--- src/rtl/vend_pkg.sv ---
// Shared encodings for the vending controller: coin and change codes,
// denomination values, FSM states and the coin-to-value lookup.
package vend_pkg;

   typedef enum logic [1:0] {
      S_IDLE,
      S_ACCUM,
      S_VEND,
      S_CHANGE
   } state_t;

   localparam logic [2:0] COIN_1  = 3'd0;
   localparam logic [2:0] COIN_2  = 3'd1;
   localparam logic [2:0] COIN_5  = 3'd2;
   localparam logic [2:0] COIN_10 = 3'd3;
   localparam logic [2:0] COIN_20 = 3'd4;

   localparam logic [2:0] CHG_NONE = 3'd0;
   localparam logic [2:0] CHG_10   = 3'd1;
   localparam logic [2:0] CHG_20   = 3'd2;
   localparam logic [2:0] CHG_2    = 3'd3;
   localparam logic [2:0] CHG_5    = 3'd4;
   localparam logic [2:0] CHG_1    = 3'd5;

   localparam logic [4:0] VAL_1  = 5'd1;
   localparam logic [4:0] VAL_2  = 5'd2;
   localparam logic [4:0] VAL_5  = 5'd5;
   localparam logic [4:0] VAL_10 = 5'd10;
   localparam logic [4:0] VAL_20 = 5'd20;

   // Codes 5-7 map to zero; callers treat them as invalid separately.
   function automatic logic [4:0] coin_value(input logic [2:0] code);
      case (code)
         COIN_1:  return VAL_1;
         COIN_2:  return VAL_2;
         COIN_5:  return VAL_5;
         COIN_10: return VAL_10;
         COIN_20: return VAL_20;
         default: return 5'd0;
      endcase
   endfunction

endpackage

--- src/rtl/vend_stock_bank.sv ---
// Per-item stock counters. Vends decrement, restocks increment with saturation;
// a vend and a restock of the same item in one cycle cancel out.
module vend_stock_bank #(
   parameter int NUM_ITEMS  = 10,
   parameter int STOCK_W    = 3,
   parameter int INIT_STOCK = 2
)(
   input  logic                         CLK,
   input  logic                         reset_n,
   input  logic                         dec_valid,
   input  logic [$clog2(NUM_ITEMS)-1:0] dec_id,
   input  logic                         inc_valid,
   input  logic [$clog2(NUM_ITEMS)-1:0] inc_id,
   output logic [NUM_ITEMS-1:0]         empty
);

   localparam logic [STOCK_W-1:0] STOCK_MAX = '1;

   logic [STOCK_W-1:0]   stock [NUM_ITEMS];
   logic [NUM_ITEMS-1:0] dec_hot;
   logic [NUM_ITEMS-1:0] inc_hot;

   assign dec_hot = dec_valid ? (NUM_ITEMS'(1) << dec_id) : '0;
   assign inc_hot = inc_valid ? (NUM_ITEMS'(1) << inc_id) : '0;

   always_ff @(posedge CLK or negedge reset_n) begin
      if (!reset_n) begin
         for (int i = 0; i < NUM_ITEMS; i++) begin
            stock[i] <= STOCK_W'(INIT_STOCK);
         end
      end else begin
         for (int i = 0; i < NUM_ITEMS; i++) begin
            if (inc_hot[i] && !dec_hot[i] && stock[i] != STOCK_MAX) begin
               stock[i] <= stock[i] + 1'b1;
            end else if (dec_hot[i] && !inc_hot[i] && stock[i] != '0) begin
               stock[i] <= stock[i] - 1'b1;
            end
         end
      end
   end

   always_comb begin
      for (int i = 0; i < NUM_ITEMS; i++) begin
         empty[i] = (stock[i] == '0);
      end
   end

endmodule

--- src/rtl/vend_ctrl_multi.sv ---
// Multi-item vending money controller: coin/card credit, per-item price and
// stock checks, session vend limit, greedy change return and idle timeout.
module vend_ctrl_multi
   import vend_pkg::*;
#(
   parameter int NUM_ITEMS       = 10,
   parameter int BAL_W           = 8,
   parameter int STOCK_W         = 3,
   parameter int INIT_STOCK      = 2,
   // Item 0 is the rightmost slice: prices 50,25,10,30,25,20,10,7,20,5.
   parameter logic [NUM_ITEMS*BAL_W-1:0] PRICES =
      {8'd5, 8'd20, 8'd7, 8'd10, 8'd20, 8'd25, 8'd30, 8'd10, 8'd25, 8'd50},
   parameter int MAX_TRANSACTION = 3,
   parameter int TIMEOUT_CYC     = 1000
)(
   input  logic                         CLK,
   input  logic                         reset_n,
   input  logic                         coin_valid,
   input  logic [2:0]                   coin_sel,
   input  logic                         card_present,
   input  logic                         sel_valid,
   input  logic [$clog2(NUM_ITEMS)-1:0] sel_id,
   input  logic                         rr,
   input  logic                         restock_valid,
   input  logic [$clog2(NUM_ITEMS)-1:0] restock_id,
   output logic [BAL_W-1:0]             balance,
   output logic                         vend_valid,
   output logic [$clog2(NUM_ITEMS)-1:0] vend_id,
   output logic [NUM_ITEMS-1:0]         sold_out,
   output logic                         insuf,
   output logic                         limit,
   output logic                         coin_reject,
   output logic                         change_valid,
   output logic [2:0]                   change_code,
   output logic                         busy
);

   localparam int TXN_W = $clog2(MAX_TRANSACTION + 1);
   localparam int TMO_W = $clog2(TIMEOUT_CYC);
   localparam logic [TMO_W-1:0] TMO_LAST = TMO_W'(TIMEOUT_CYC - 1);

   state_t               state;
   logic [TXN_W-1:0]     txn;
   logic [TMO_W-1:0]     tmo;
   logic [BAL_W-1:0]     price_tbl [NUM_ITEMS];
   logic [NUM_ITEMS-1:0] stock_zero;
   logic [NUM_ITEMS-1:0] mark_hot;
   logic [NUM_ITEMS-1:0] clear_hot;
   logic [BAL_W:0]       coin_sum;
   logic [BAL_W-1:0]     sel_price;
   logic [BAL_W-1:0]     chg_val;
   logic [2:0]           chg_code;
   logic in_entry, rr_act, coin_take, sel_card, sel_live, sel_empty;
   logic sel_go, sel_poor, sel_mark;

   for (genvar i = 0; i < NUM_ITEMS; i++) begin : g_price
      assign price_tbl[i] = PRICES[i*BAL_W +: BAL_W];
   end

   // Input arbitration: rr beats coin, and any coin strobe drops a selection.
   always_comb begin
      in_entry  = (state == S_IDLE) || (state == S_ACCUM);
      rr_act    = in_entry && rr && (balance != '0);
      coin_sum  = {1'b0, balance} + (BAL_W+1)'(coin_value(coin_sel));
      coin_take = coin_valid && !rr_act && in_entry && !card_present &&
                  (coin_sel <= COIN_20) && !coin_sum[BAL_W];
      sel_card  = card_present && in_entry;
      sel_live  = sel_valid && !rr_act && !coin_valid && !limit &&
                  (sel_card || state == S_ACCUM) && (int'(sel_id) < NUM_ITEMS);
      sel_price = '0;
      sel_empty = 1'b0;
      if (int'(sel_id) < NUM_ITEMS) begin
         sel_price = price_tbl[sel_id];
         sel_empty = stock_zero[sel_id];
      end
      sel_go   = sel_live && !sel_empty && (sel_card || balance >= sel_price);
      sel_poor = sel_live && !sel_empty && !sel_card && (balance < sel_price);
      sel_mark = sel_live && sel_empty;
   end

   always_comb begin
      chg_code = CHG_NONE;
      chg_val  = '0;
      if (balance >= BAL_W'(VAL_20)) begin
         chg_code = CHG_20;
         chg_val  = BAL_W'(VAL_20);
      end else if (balance >= BAL_W'(VAL_10)) begin
         chg_code = CHG_10;
         chg_val  = BAL_W'(VAL_10);
      end else if (balance >= BAL_W'(VAL_5)) begin
         chg_code = CHG_5;
         chg_val  = BAL_W'(VAL_5);
      end else if (balance >= BAL_W'(VAL_2)) begin
         chg_code = CHG_2;
         chg_val  = BAL_W'(VAL_2);
      end else if (balance >= BAL_W'(VAL_1)) begin
         chg_code = CHG_1;
         chg_val  = BAL_W'(VAL_1);
      end
   end

   vend_stock_bank #(
      .NUM_ITEMS  (NUM_ITEMS),
      .STOCK_W    (STOCK_W),
      .INIT_STOCK (INIT_STOCK)
   ) u_stock (
      .CLK       (CLK),
      .reset_n   (reset_n),
      .dec_valid (sel_go),
      .dec_id    (sel_id),
      .inc_valid (restock_valid),
      .inc_id    (restock_id),
      .empty     (stock_zero)
   );

   assign mark_hot  = sel_mark ? (NUM_ITEMS'(1) << sel_id) : '0;
   assign clear_hot = restock_valid ? (NUM_ITEMS'(1) << restock_id) : '0;

   always_ff @(posedge CLK or negedge reset_n) begin
      if (!reset_n) begin
         sold_out <= '0;
      end else begin
         sold_out <= (sold_out | mark_hot) & ~clear_hot;
      end
   end

   always_ff @(posedge CLK or negedge reset_n) begin
      if (!reset_n) begin
         state        <= S_IDLE;
         balance      <= '0;
         vend_valid   <= 1'b0;
         vend_id      <= '0;
         insuf        <= 1'b0;
         limit        <= 1'b0;
         coin_reject  <= 1'b0;
         change_valid <= 1'b0;
         change_code  <= CHG_NONE;
         busy         <= 1'b0;
         txn          <= TXN_W'(MAX_TRANSACTION);
         tmo          <= '0;
      end else begin
         vend_valid   <= 1'b0;
         insuf        <= 1'b0;
         change_valid <= 1'b0;
         change_code  <= CHG_NONE;
         coin_reject  <= coin_valid && !coin_take;
         case (state)
            S_IDLE, S_ACCUM: begin
               if (rr_act) begin
                  state <= S_CHANGE;
                  busy  <= 1'b1;
                  tmo   <= '0;
               end else if (coin_take) begin
                  balance <= coin_sum[BAL_W-1:0];
                  state   <= S_ACCUM;
                  tmo     <= '0;
               end else if (sel_go) begin
                  state      <= S_VEND;
                  vend_valid <= 1'b1;
                  vend_id    <= sel_id;
                  if (!sel_card) begin
                     balance <= balance - sel_price;
                  end
                  txn <= txn - 1'b1;
                  if (txn == TXN_W'(1)) begin
                     limit <= 1'b1;
                  end
                  tmo <= '0;
               end else if (sel_live) begin
                  insuf <= sel_poor;
                  tmo   <= '0;
               end else if (state == S_ACCUM) begin
                  if (tmo == TMO_LAST) begin
                     state <= S_CHANGE;
                     busy  <= 1'b1;
                     tmo   <= '0;
                  end else begin
                     tmo <= tmo + 1'b1;
                  end
               end
            end
            S_VEND: begin
               state <= (balance != '0) ? S_ACCUM : S_IDLE;
            end
            // Session ends once change is fully paid out.
            S_CHANGE: begin
               if (balance != '0) begin
                  change_valid <= 1'b1;
                  change_code  <= chg_code;
                  balance      <= balance - chg_val;
               end else begin
                  state <= S_IDLE;
                  busy  <= 1'b0;
                  txn   <= TXN_W'(MAX_TRANSACTION);
                  limit <= 1'b0;
               end
            end
            default: state <= S_IDLE;
         endcase
      end
   end

endmodule
--- config.mk ---
export PLATFORM = sky130hd
export DESIGN_NAME = vend_ctrl_multi
export DESIGN_NICKNAME = d
export VERILOG_FILES = /design/src/rtl/vend_pkg.sv /design/src/rtl/vend_stock_bank.sv /design/src/rtl/vend_ctrl_multi.sv
export SDC_FILE = /design/constraint.sdc
export NUM_CORES = 1
export LEC_CHECK = 0
export ABC_CLOCK_PERIOD_IN_PS = 7880
export CORE_ASPECT_RATIO = 0.8
export CORE_MARGIN = 2
export CORE_UTILIZATION = 64
export DETAILED_ROUTE_END_ITERATION = 8
export GPL_ROUTABILITY_DRIVEN = 1
export GPL_TIMING_DRIVEN = 1
export PLACE_DENSITY_LB_ADDON = 0.08
export SYNTH_ARGS = -nofsm -noshare
export SYNTH_HDL_FRONTEND = slang
export SYNTH_SLANG_ARGS = --single-unit
--- constraint.sdc ---
create_clock -name CLK -period 7.88 [get_ports CLK]
set_input_delay 0.788 -clock CLK [delete_from_list [all_inputs] [get_ports CLK]]
set_output_delay 0.788 -clock CLK [all_outputs]
set_load 0.05 [all_outputs]
* Word level (Yosys, flattened, before mapping)
Memory sizes are Yosys's and may differ from the RTL's.
Cells that the tools add are included.
** Operators by class
- Bitwise gates (word level) :: 6
- Eq/ne operators :: 35
- Magnitude comparators :: 11
- Add/subtract/negate cells :: 25
- Shift-type cells :: 2
- Multiplexer cells :: 92
- Reduce and logical (&&, ||, !) cells :: 133
** Operator list (number)
- $mux 10 :: 9
- $mux 3 :: 28
- $mux 8 :: 8
- $logic_and 1x1->1 :: 59
- $ne 3x3->1 const B :: 16
- $logic_not 3->1 :: 11
- $add 3x1->3 const B :: 10
- $reduce_bool 3->1 :: 10
- $sub 3x1->3 const B :: 10
- $logic_not 1->1 :: 28
- $mux 1 :: 26
- $pmux 5 s5 :: 1
- $mux 2 :: 12
- $reduce_bool 2->1 :: 11
- $shl 1x4->10 const A :: 2
- $pmux 8 s2 :: 1
- $sub 8x8->8 :: 2
- $ne 5x4->1 const B :: 3
- $add 10x1->10 const B :: 1
- $and 10x10->10 :: 1
- $eq 10x10->1 const B :: 1
- $ne 2x2->1 const B :: 5
- $not 10->10 :: 1
- $or 10x10->10 :: 1
- other kinds (38) :: 47
** Word-level totals
- Memories kept :: 1
- Input port bits :: 18
- Register bits :: 75
- Output and inout port bits :: 31
- ROM bits :: 128
- Logic and storage cells :: 328
** Memory list
- (no name shown) :: depth 16, width 8, rd ports 1, clocked after Yosys merged registers in 0, write ports 0, RTL line vend_ctrl_multi.sv:73 : sel_price = price_tbl[sel_id];

* Longest topological paths before layout
Gate-level depths: netlist of run 1.
- Word-level depth :: 18
- Depth in mapped cells :: 19
- Depth with buffers taken out :: 17

* Hierarchy
Synthesis of run 1 repeated with hierarchy kept, for this count alone.
** Second synthesis, totals
- Cells, all modules :: 805
- Area total of the unflattened synthesis :: 6966.7 µm²
** By module, submodules not included
- vend_ctrl_multi :: area each 3483.3 µm², seq. area each 1128.6 µm², cells an instance 383, instances 1
- vend_stock_bank :: area each 3483.3 µm², seq. area each 763.2 µm², cells an instance 422, instances 1

* Least setup slack after synthesis of run 1
No wires, ideal clock.
- Path kind :: input to register
- Start :: input sel_id[1]
- End :: register u_stock.stock[10] (netlist name)
- Setup slack :: 3222 ps
- Stages :: 18
- Path buffers :: 2
- Arrival :: 4561 ps
- Required time :: 7783 ps
- Library setup time :: 97 ps
- Cell sequence :: buf_2 -> inv_1 -> ha_1 -> a22oi_1 -> o22ai_1 -> ha_1 -> fa_1 -> nand2b_1 -> a211oi_1 -> nor4b_4 -> a211o_1 -> buf_4 -> o21ai_2 -> a31o_2 -> fa_1 -> nor2b_1 -> a2111oi_0 -> a2111oi_0
** On the way
- Word-level cells in the longest chain between the ends :: 13
- Elaborated cells between the ends (all ways) :: 24
- Those cells by class :: order compare (2); shift (1); mux (8); bitwise (1); reduce/logical (11); memory (1)
** RTL lines
- start: declaration :: RTL line vend_ctrl_multi.sv:22 : input logic [$clog2(NUM_ITEMS)-1:0] sel_id,
- $not 4->5 (not written as such) :: RTL line vend_ctrl_multi.sv:73
- $mem_v2 16x8
- $mux 8 (not written as such) (2 in a row) :: RTL line vend_ctrl_multi.sv:73
- $mux 8 :: RTL line vend_ctrl_multi.sv:72 : if (int'(sel_id) < NUM_ITEMS) begin
- $ge 8x8->1 :: RTL line vend_ctrl_multi.sv:76 : sel_go = sel_live && !sel_empty && (sel_card || balance >= sel_price);
- $logic_or 1x1->1 :: RTL line vend_ctrl_multi.sv:76
- $logic_and 1x1->1 :: RTL line vend_ctrl_multi.sv:76
- $mux 10 (*) :: RTL line vend_stock_bank.sv:23 : assign dec_hot = dec_valid ? (NUM_ITEMS'(1) << dec_id) : '0;
- $logic_not 1->1 :: RTL line vend_stock_bank.sv:33 : if (inc_hot[i] && !dec_hot[i] && stock[i] != STOCK_MAX) begin
- $logic_and 1x1->1 (2 in a row) :: RTL line vend_stock_bank.sv:33
- $mux 3 or $reduce_bool 2->1 (tied branches)
- end signal: indexed assignment :: RTL line vend_stock_bank.sv:29 : stock[i] <= STOCK_W'(INIT_STOCK);
- end signal: indexed assignment :: RTL line vend_stock_bank.sv:34 : stock[i] <= stock[i] + 1'b1;
- end signal: indexed assignment :: RTL line vend_stock_bank.sv:36 : stock[i] <= stock[i] - 1'b1;
- end: declaration :: RTL line vend_stock_bank.sv:19 : logic [STOCK_W-1:0] stock [NUM_ITEMS];
Mark *: on every way between the ends. The rest lies on a longest branch, timed or not. The select of a mux whose other input is x is not followed.
A chain may end at the register's enable or synchronous reset.

* Worst setup path after layout of run 1
- Start :: input sel_id[1]
- End :: register u_stock.stock[23] (netlist name)
The elaborated chain is that of the path after synthesis.

==> results of run 1 <==
## path summary, 6_finish.rpt
path                       startpoint                end  slack [ns]
min in group asynchronous     reset_n         balance[0]        0.58
max                         sel_id[1]  u_stock.stock[23]        2.24
min reg2reg                    tmo[9]             tmo[9]        0.49
max reg2reg                balance[1]  u_stock.stock[23]        3.49
min                            tmo[9]             tmo[9]        0.49
max in group asynchronous     reset_n        coin_reject        6.64
## flip-flops by register name, summed over array words and instances, names as in the netlist
name and cells:
state 2, change_code 3, change_valid 1, u_stock.stock 30, sold_out 10, insuf 1
vend_id 4, txn 2, tmo 10, balance 8, limit 1, busy 1
vend_valid 1, coin_reject 1
## placed cells by master (no fill, tap or decap), types with 18 or more instances in the layout
cell type        count
clkdlybuf4s50_1     47
o21ai_0             57
inv_1               36
nand2_1             57
dfrtp_1             63
a21oi_1             52
nor3_1              26
ha_1                24
a31oi_1             18
nor2_1              74
nand3_1             28
## per-stage QoR
| stage | hold slack [ns] | instance area, um^2 | total power, uW | setup slack, ns |
|---|---|---|---|---|
| floorplan | 0.442 | 6190 | 1570 | 3.22 |
| global placement | 0.463 | 6650 | 1820 | 2.21 |
| detailed placement | 0.481 | 6650 | 1870 | 2.01 |
| CTS | 0.492 | 6970 | 2330 | 2.35 |
| global route | 0.508 | 6970 | 2510 | 1.85 |
| finish | 0.490 | 6970 | 2350 | 2.24 |
## kinds of logic after synthesis
group	share of synthesized area, %
compound gates	27.7
xor+xnor	1.27
fa+ha+maj	9.06
buf+inv	5.20
flops	30.6
mux	1.60
simple gates	24.6
## power groups by stage
stage	sequential (uW)	clock, uW	combinational, uW
global placement	732	0	1090
finish	747	450	1150
global route	770	473	1270
CTS	738	458	1140
detailed placement	742	0	1130
floorplan	749	0	826
## area by class of cell
| class | instances | area [um^2] |
|---|---|---|
| Multi-Input combinational cell | 600 | 3980 |
| Fill cell | 734 | 2550 |
| Sequential cell | 75 | 1890 |
| Timing Repair Buffer | 50 | 493 |
| Clock buffer | 9 | 225 |
| Tap cell | 119 | 149 |
| Inverter | 36 | 135 |
| Clock inverter | 7 | 100 |
## routing by layer
layer	vias to the layer above	track usage (%)	wire (um)
met5	-	0	0
met4	0	8.23	176
met3	18	8.92	1550
met2	310	49.2	7510
met1	2899	48.0	7420
li1	2869	-	-
==> flow_metrics.py, run 1 <==
metrics = {
    "outcome": {
        "outcome": "finished, final reports clean",
    },
    "logic_synthesis": {
        "ys_seq_elements": 75,
        "synth_common_cells": "74 x nor2_1, 63 x dfrtp_1, 57 x nand2_1, 57 x o21ai_0, 52 x a21oi_1",
        "ys_warn_count": 0,
        "synth_enable_flop_cells": 0,
        "syn-cell-area_um2": 6190,
        "synth_cells": 753,
        "syn_avg_cell_area_um2": 8.22,
        "synthArstFlopShare_pct": 100,
        "synth_top_area_cell": "dfrtp_1",
        "synth_most_common_cell": "nor2_1",
        "synth_nets": 808,
        "synth_area_leaders": "dfrtp_1 25%, dfstp_2 5.1%, ha_1 4.9%, o21ai_0 4.6%, nor2_1 4.5%",
        "ys_types": 78,
        "synth_top_area_share_pct": 25.5,
        "synthFlopType": "dfrtp_1",
        "seq_area_frac_synth_pct": 30.6,
    },
    "cells_and_area": {
        "n_antenna_cell": 0,
        "finalNetCount": 827,
        "layout-drive-gt1-share_pct": 7.34,
        "final_util_pct": 73.2,
        "fin_cells": 896,
        "syn2layout_area_growth_pct": 12.7,
    },
    "setup_path": {
        "crit_family": "compound AO/OA/AOI/OAI gates",
        "cpMaxStageDelayCell": "a211oi_2",
        "cpPeakStageDelay_ns": 0.72,
        "reg2reg_depth": 12,
        "cp-end-kind": "flop",
        "arrival_ns": 5.88,
        "cp.depth": 17,
        "path_class": "input port to flop",
        "setup.worst_path.start_class": "input port",
        "cp_num_buf_inv": 2,
        "worstPathMaxFanout": 12,
        "crit_chain": "clkdlybuf4s50_1 > inv_1 > ha_1 > a22oi_1 > o22ai_1 > ha_1 > fa_1 > nand2b_1 > a211oi_1 > nor4b_4 > a211oi_2 > a21oi_1 > nand2_1 > fa_1 > nand2_1 > o221a_2 > a221oi_1",
        "crit_required_ns": 8.12,
    },
    "power": {
        "p_int_uw": 1270,
        "combinationalPowerShare_pct": 49.1,
        "p_per_area_nw_per_um2": 337,
        "p_leak_uw": 0.00277,
        "irDropWorstVdd_v": 0.000281,
        "clkPwrFrac_pct": 19.2,
        "swShare_pct": 46.1,
        "power.share.sequential_pct": 31.8,
        "switchingPower_uw": 1080,
    },
    "timing": {
        "fmax_mhz": 177,
        "fin_skew_ns": 0.00876,
        "hold_viol_final": 0,
        "fin_setup_tns_ns": 0,
        "min_period_ns": 5.64,
        "post-route-period-util_pct": 71.6,
        "finalSetupViolCount": 0,
        "slew_headroom_pct": 29.0,
        "drv_slew": 0,
        "grt_setup_unrepaired": "false",
        "worst_slew_pin_slew_ns": 1.06,
    },
    "global_route": {
        "grt-ovfl-total": 0,
        "grt_pass1_vias": 5621,
        "grt_max_degree": 76,
        "grtUsageTotal_pct": 33.1,
        "antenna_found_initial": 0,
        "grt_pass1_wl_mm": 27.9,
    },
    "placement": {
        "dp_hpwl_mm": 12.0,
        "globalplace.congestion": 0.969,
        "port_buffers": 48,
        "dp.cells": 880,
    },
    "floorplan": {
        "ios": 49,
        "num_rows": 32,
        "initial_core_util_pct": 64.9,
        "core_area_um2": 9530,
        "die_w_um": 114,
        "die_h_um": 92.0,
        "dieArea_um2": 10500,
    },
    "drt": {
        "routedWlPerCell_um": 18.6,
        "vias_per_cell": 6.80,
        "drc": 0,
        "dr.pass1.iters": 6,
        "vias": 6096,
        "wirelength_mm": 16.7,
        "drtAntennaViolNets": 0,
        "drt_iter0_drc": 676,
    },
    "clocking": {
        "postCtsResizedCells": 0,
        "clock_latency_ns": 0.34,
        "tritoncts": "yes",
        "htree_levels": 3,
        "cts_buffers": 9,
        "root_buffer": "clkbuf_16",
        "clockBufferDepth": 2,
        "clk_pin_slew_ns": 0.06,
        "cts_setup_buffers": 0,
        "holdBufCountCts": 0,
        "cts_num_sinks": 75,
    },
    "job": {
        "max_cap_violations": 0,
    },
    "min_path": {
        "hold_class": "flop to flop",
        "whs_path_depth": 1,
    },
}
Note: power is estimated with default switching activity, not from simulation.
==> inputs of run 2 (changes only) <==
ABC_CLOCK_PERIOD_IN_PS = 4850   (was 7880)
CORE_UTILIZATION = 54   (was 64)
clock period = 4.85 ns   (was 7.88 ns; I/O delays follow)
==> flow_metrics.py, run 2 (synthesized netlist as in run 1, its figures left out) <==
metrics = {
    "setup_path": {
        "crit_chain": "clkdlybuf4s50_1 > inv_1 > ha_1 > and2_1 > inv_1 > ha_1 > a21oi_1 > nor4b_4 > buf_4 > a211oi_2 > buf_4 > a21oi_1 > nand2_1 > fa_1 > o211ai_1 > o22ai_1 > a221oi_1",
        "cp_num_buf_inv": 5,
        "setup.worst_path.start_class": "input port",
        "crit_family": "buffers and inverters",
        "path_class": "input port to flop",
        "cpMaxStageDelayCell": "clkdlybuf4s50_1",
        "cpPeakStageDelay_ns": 0.53,
        "r2r_setup_slack_ns": 1.12,
        "worstPathMaxFanout": 12,
        "arrival_ns": 4.60,
        "cp-end-kind": "flop",
        "timing.critical_path.from": "sel_id[0]",
        "crit_required_ns": 5.09,
        "timing.rr.start": "balance[1]",
        "cp-endpoint": "u_stock.stock[8]",
        "cp.depth": 17,
        "rr_endpoint": "u_stock.stock[10]",
        "reg2reg_depth": 12,
    },
    "timing": {
        "post-route-period-util_pct": 89.9,
        "fin_setup_tns_ns": 0,
        "fin_skew_ns": 0.00489,
        "finalSetupViolCount": 0,
        "min_period_ns": 4.36,
        "fmax_mhz": 229,
        "slew_headroom_pct": 28.8,
        "worst_slew_pin_slew_ns": 1.06,
        "grt_setup_unrepaired": "false",
        "hold_viol_final": 0,
        "drv_slew": 0,
    },
    "clocking": {
        "clk_pin_slew_ns": 0.06,
        "cts_setup_buffers": 0,
        "clock_latency_ns": 0.34,
        "postCtsResizedCells": 0,
        "cts_num_sinks": 75,
        "root_buffer": "clkbuf_16",
        "cts_buffers": 9,
        "htree_levels": 3,
        "holdBufCountCts": 0,
        "tritoncts": "yes",
        "clockBufferDepth": 2,
    },
    "global_route": {
        "grt_pass1_wl_mm": 27.8,
        "busiest_layer": "met2",
        "grt_use_met2_pct": 42.8,
        "antenna_found_initial": 0,
        "grt_pass1_vias": 5763,
        "grt_max_degree": 76,
        "met3_usage_pct": 4.47,
        "grt-ovfl-total": 0,
        "grtUsageTotal_pct": 28.3,
        "grt_use_met1_pct": 42.4,
    },
    "power": {
        "clkPwrFrac_pct": 18.1,
        "p_int_uw": 2020,
        "p_leak_uw": 0.00286,
        "switchingPower_uw": 1760,
        "p_per_area_nw_per_um2": 530,
        "power.share.sequential_pct": 32.0,
        "swShare_pct": 46.5,
        "combinationalPowerShare_pct": 49.9,
        "irDropWorstVdd_v": 0.000280,
    },
    "drt": {
        "drtAntennaViolNets": 0,
        "dr.pass1.iters": 5,
        "wirelength_mm": 16.7,
        "drt_iter0_drc": 496,
        "vias": 6074,
        "drc": 0,
        "routedWlPerCell_um": 17.7,
        "vias_per_cell": 6.46,
    },
    "cells_and_area": {
        "final_area_um2": 7130,
        "fillers": 935,
        "largest_reg_flops": 30,
        "mostFrequentLayoutCell": "nor2_1",
        "layout-drive-gt1-share_pct": 9.67,
        "syn2layout_area_growth_pct": 15.2,
        "finalNetCount": 846,
        "final_cell_mix": "74 x nor2_1, 63 x dfrtp_1, 57 x nand2_1, 57 x o21ai_0, 52 x a21oi_1",
        "n_antenna_cell": 0,
        "fin_cells": 940,
        "reg_top3": "u_stock.stock: 30 flops, sold_out: 10 flops, tmo: 10 flops",
        "largest-register": "u_stock.stock",
    },
    "floorplan": {
        "initial_core_util_pct": 56.2,
        "dieArea_um2": 12300,
        "ios": 49,
        "core_area_um2": 11000,
        "die_w_um": 124,
        "die_h_um": 99.8,
        "num_rows": 34,
    },
    "min_path": {
        "hold_class": "input port to asynchronous set/reset pin",
    },
    "placement": {
        "globalplace.congestion": 0.944,
        "dp_hpwl_mm": 12.2,
        "placed_area_um2": 6820,
        "port_buffers": 48,
        "dp.cells": 924,
    },
    "outcome": {
        "outcome": "finished, final reports clean",
    },
    "job": {
        "max_cap_violations": 0,
    },
}
run 2: worst reg2reg max path: stages (launching register included):
cell and delay, ns:
dfrtp_1 0.64, inv_1 0.22, fa_1 0.47, nand2b_1 0.20, a211oi_2 0.30, nor4b_4 0.08, a211o_1 0.28, o21ai_2 0.15
a31o_2 0.14, fa_1 0.43, nor2b_1 0.15, a2111oi_0 0.43, a2111oi_0 0.14
run 2: cell type report:
class	count	area [um^2]	share of cell area [%]
Inverter	36	135	1.90
Timing Repair Buffer	69	636	8.92
Multi-Input combinational cell	600	3990	55.9
Tap cell	144	180	2.53
Clock inverter	7	75.1	1.05
Sequential cell	75	1890	26.5
Clock buffer	9	225	3.16
run 2: power by group through the flow:
stage,registers (uW),logic [uW],clock network (uW)
detailed placement,1210,1850,0
global route,1250,2080,723
CTS,1200,1870,698
floorplan,1220,1340,0
finish,1210,1890,684
global placement,1190,1790,0
run 2: stage by stage:
stage               worst slack (ns)  total power (uW)  utilization (%)  hold WS, ns
floorplan                      0.495              2560                -        0.189
global placement               0.262              2980             61.9        0.462
CTS                            0.460              3760             64.6        0.362
global route                   0.116              4050             64.7        0.409
detailed placement             0.129              3060             61.9        0.490
finish                         0.488              3780             64.7        0.280
run 2: per-layer routing:
layer / up-vias / routed length (um)
met3: 18 / 1160
li1: 2902 / -
met5: - / 0
met2: 207 / 7440
met4: 0 / 180
met1: 2947 / 7890
run 2: worst min-delay path by stage:
stage	slack [ns]	from	depth (start not counted)	to
3_5_place_dp	0.49	tmo[9]	1	tmo[9]
5_1_grt	0.41	reset_n	1	change_code[2]
3_3_place_gp	0.46	tmo[9]	1	tmo[9]
4_1_cts	0.36	reset_n	1	change_code[1]
6_report	0.28	reset_n	1	balance[3]
2_1_floorplan	0.19	reset_n	0	balance[0]
==> inputs of run 3 (changes only) <==
ABC_CLOCK_PERIOD_IN_PS = 3700   (was 4850)
clock period = 3.7 ns   (was 4.85 ns; I/O delays follow)
==> flow_metrics.py, run 3 (synthesized netlist as in run 1, its figures left out) <==
metrics = {
    "outcome": {
        "outcome": "finished, final reports clean",
    },
    "global_route": {
        "grt_pass1_wl_mm": 30.0,
        "grt-ovfl-total": 0,
        "antenna_found_initial": 0,
        "grtUsageTotal_pct": 30.5,
        "grt_max_degree": 76,
        "grt_pass1_vias": 6006,
    },
    "cells_and_area": {
        "finalNetCount": 920,
        "fillers": 832,
        "n_antenna_cell": 0,
        "reg_top3": "u_stock.stock: 30 flops, sold_out: 10 flops, tmo: 10 flops",
        "largest_reg_flops": 30,
        "final_area_um2": 7980,
        "mostFrequentLayoutCell": "buf_4",
        "syn2layout_area_growth_pct": 29.0,
        "largest-register": "u_stock.stock",
        "layout-drive-gt1-share_pct": 23.3,
        "final_cell_mix": "92 x buf_4, 70 x nor2_1, 62 x dfrtp_1",
    },
    "placement": {
        "globalplace.congestion": 1.01,
        "port_buffers": 48,
        "placed_area_um2": 7450,
        "dp_hpwl_mm": 13.6,
    },
    "drt": {
        "dr.pass1.iters": 5,
        "wirelength_mm": 18.7,
        "routedWlPerCell_um": 18.5,
        "vias": 6614,
        "drc": 0,
        "drt_iter0_drc": 640,
        "drtAntennaViolNets": 0,
        "vias_per_cell": 6.52,
    },
    "setup_path": {
        "timing.rr.start": "u_stock.stock[27]",
        "crit_family": "compound AO/OA/AOI/OAI gates",
        "path_class": "input port to flop",
        "setup.worst_path.start_class": "input port",
        "crit_chain": "buf_6 > buf_12 > ha_4 > a22oi_2 > o22ai_2 > ha_2 > fa_2 > nand2b_4 > a211oi_4 > nor4b_4 > a211o_4 > o21ai_4 > a31o_4 > fa_2 > nor2b_4 > a2111oi_4 > a2111oi_4",
        "cpPeakStageDelay_ns": 0.46,
        "cp_num_buf_inv": 2,
        "cp-end-kind": "flop",
        "cpMaxStageDelayCell": "fa_2",
        "arrival_ns": 3.88,
        "crit_required_ns": 3.96,
        "timing.critical_path.from": "sel_id[0]",
        "worstPathMaxFanout": 8,
    },
    "clocking": {
        "cts_num_sinks": 75,
        "clk_pin_slew_ns": 0.07,
        "clockBufferDepth": 2,
        "tritoncts": "yes",
        "cts_buffers": 9,
        "htree_levels": 3,
        "root_buffer": "clkbuf_16",
        "clock_latency_ns": 0.35,
    },
    "floorplan": {
        "dieArea_um2": 12300,
        "initial_core_util_pct": 56.2,
        "ios": 49,
        "core_area_um2": 11000,
        "die_w_um": 124,
        "die_h_um": 99.8,
        "num_rows": 34,
    },
    "min_path": {
        "hold_class": "input port to asynchronous set/reset pin",
    },
    "timing": {
        "post-route-period-util_pct": 97.9,
        "hold_slack_ns": 0.178,
        "worst_slew_pin_slew_ns": 0.997,
        "fmax_mhz": 276,
        "drv_slew": 0,
        "min_period_ns": 3.62,
        "slew_headroom_pct": 33.5,
        "finalSetupViolCount": 0,
        "hold_viol_final": 0,
        "fin_skew_ns": 0.00907,
    },
    "power": {
        "switchingPower_uw": 2520,
        "clkPwrFrac_pct": 16.2,
        "p_per_area_nw_per_um2": 679,
        "power.share.sequential_pct": 28.4,
        "combinationalPowerShare_pct": 55.4,
        "irDropWorstVdd_v": 0.000520,
        "p_leak_uw": 0.00328,
        "p_int_uw": 2900,
        "swShare_pct": 46.5,
    },
    "job": {
        "max_cap_violations": 0,
    },
}
## run 3: power groups by stage
| stage | combinational [uW] | sequential [uW] | clock [uW] |
|---|---|---|---|
| floorplan | 1820 | 1600 | 0 |
| global placement | 2720 | 1500 | 0 |
| detailed placement | 2830 | 1520 | 0 |
| CTS | 2900 | 1520 | 887 |
| global route | 3270 | 1580 | 922 |
| finish | 3000 | 1540 | 876 |
## run 3: through the flow
step | cells | power [uW] | setup WS [ns] | utilization, % | setup TNS (ns)
2_1_floorplan | 753 | 3420 | -0.156 | - | -0.488
3_3_place_gp | 988 | 4220 | -0.670 | 67.6 | -12.14
3_5_place_dp | 988 | 4350 | -0.780 | 67.6 | -14.49
4_1_cts | 1008 | 5300 | -0.0233 | 71.1 | -0.0233
5_1_grt | 1014 | 5770 | -0.0181 | 72.5 | -0.0181
6_report | 1014 | 5420 | 0.0780 | 72.5 | 0
## run 3: worst paths after layout
kind | end | slack [ns] | cells past startpoint
min in group CLK | tmo[9] | 0.50 | 1
setup / recovery | u_stock.stock[10] | 0.08 | 17
hold / removal | balance[0] | 0.18 | 1
max in group asynchronous | balance[1] | 2.82 | 1
hold reg to reg | tmo[9] | 0.50 | 1
setup reg to reg | u_stock.stock[10] | 0.31 | 10
## run 3: per-layer routing
layer | routed length [um] | part of all wire (%) | global-route usage, % | up-vias
met5 | 0 | 0 | 0 | -
met4 | 344 | 1.8 | 8.39 | 0
met3 | 1390 | 7.4 | 4.93 | 34
met2 | 8540 | 46 | 46.7 | 298
met1 | 8470 | 45 | 44.6 | 3243
li1 | - | - | - | 3039
## run 3: layout make-up
class | instances | area (um^2) | area share (%)
flip-flops and latches | 75 | 1890 | 23.7
clock buffers | 9 | 225 | 2.82
clock inverters | 7 | 66.3 | 0.831
inverters | 36 | 145 | 1.82
well taps | 144 | 180 | 2.26
repair buffers | 143 | 1210 | 15.2
multi-input cells | 600 | 4260 | 53.4
## run 3: repair_timing
action / in CTS / in global routing
endpoints found under the hold margin: 0 / 0
hold buffers: 0 / 0
resized for setup: 20 / 32
setup endpoints to repair: 23 / 20
setup buffers: 4 / 7
pin swaps: 8 / 23
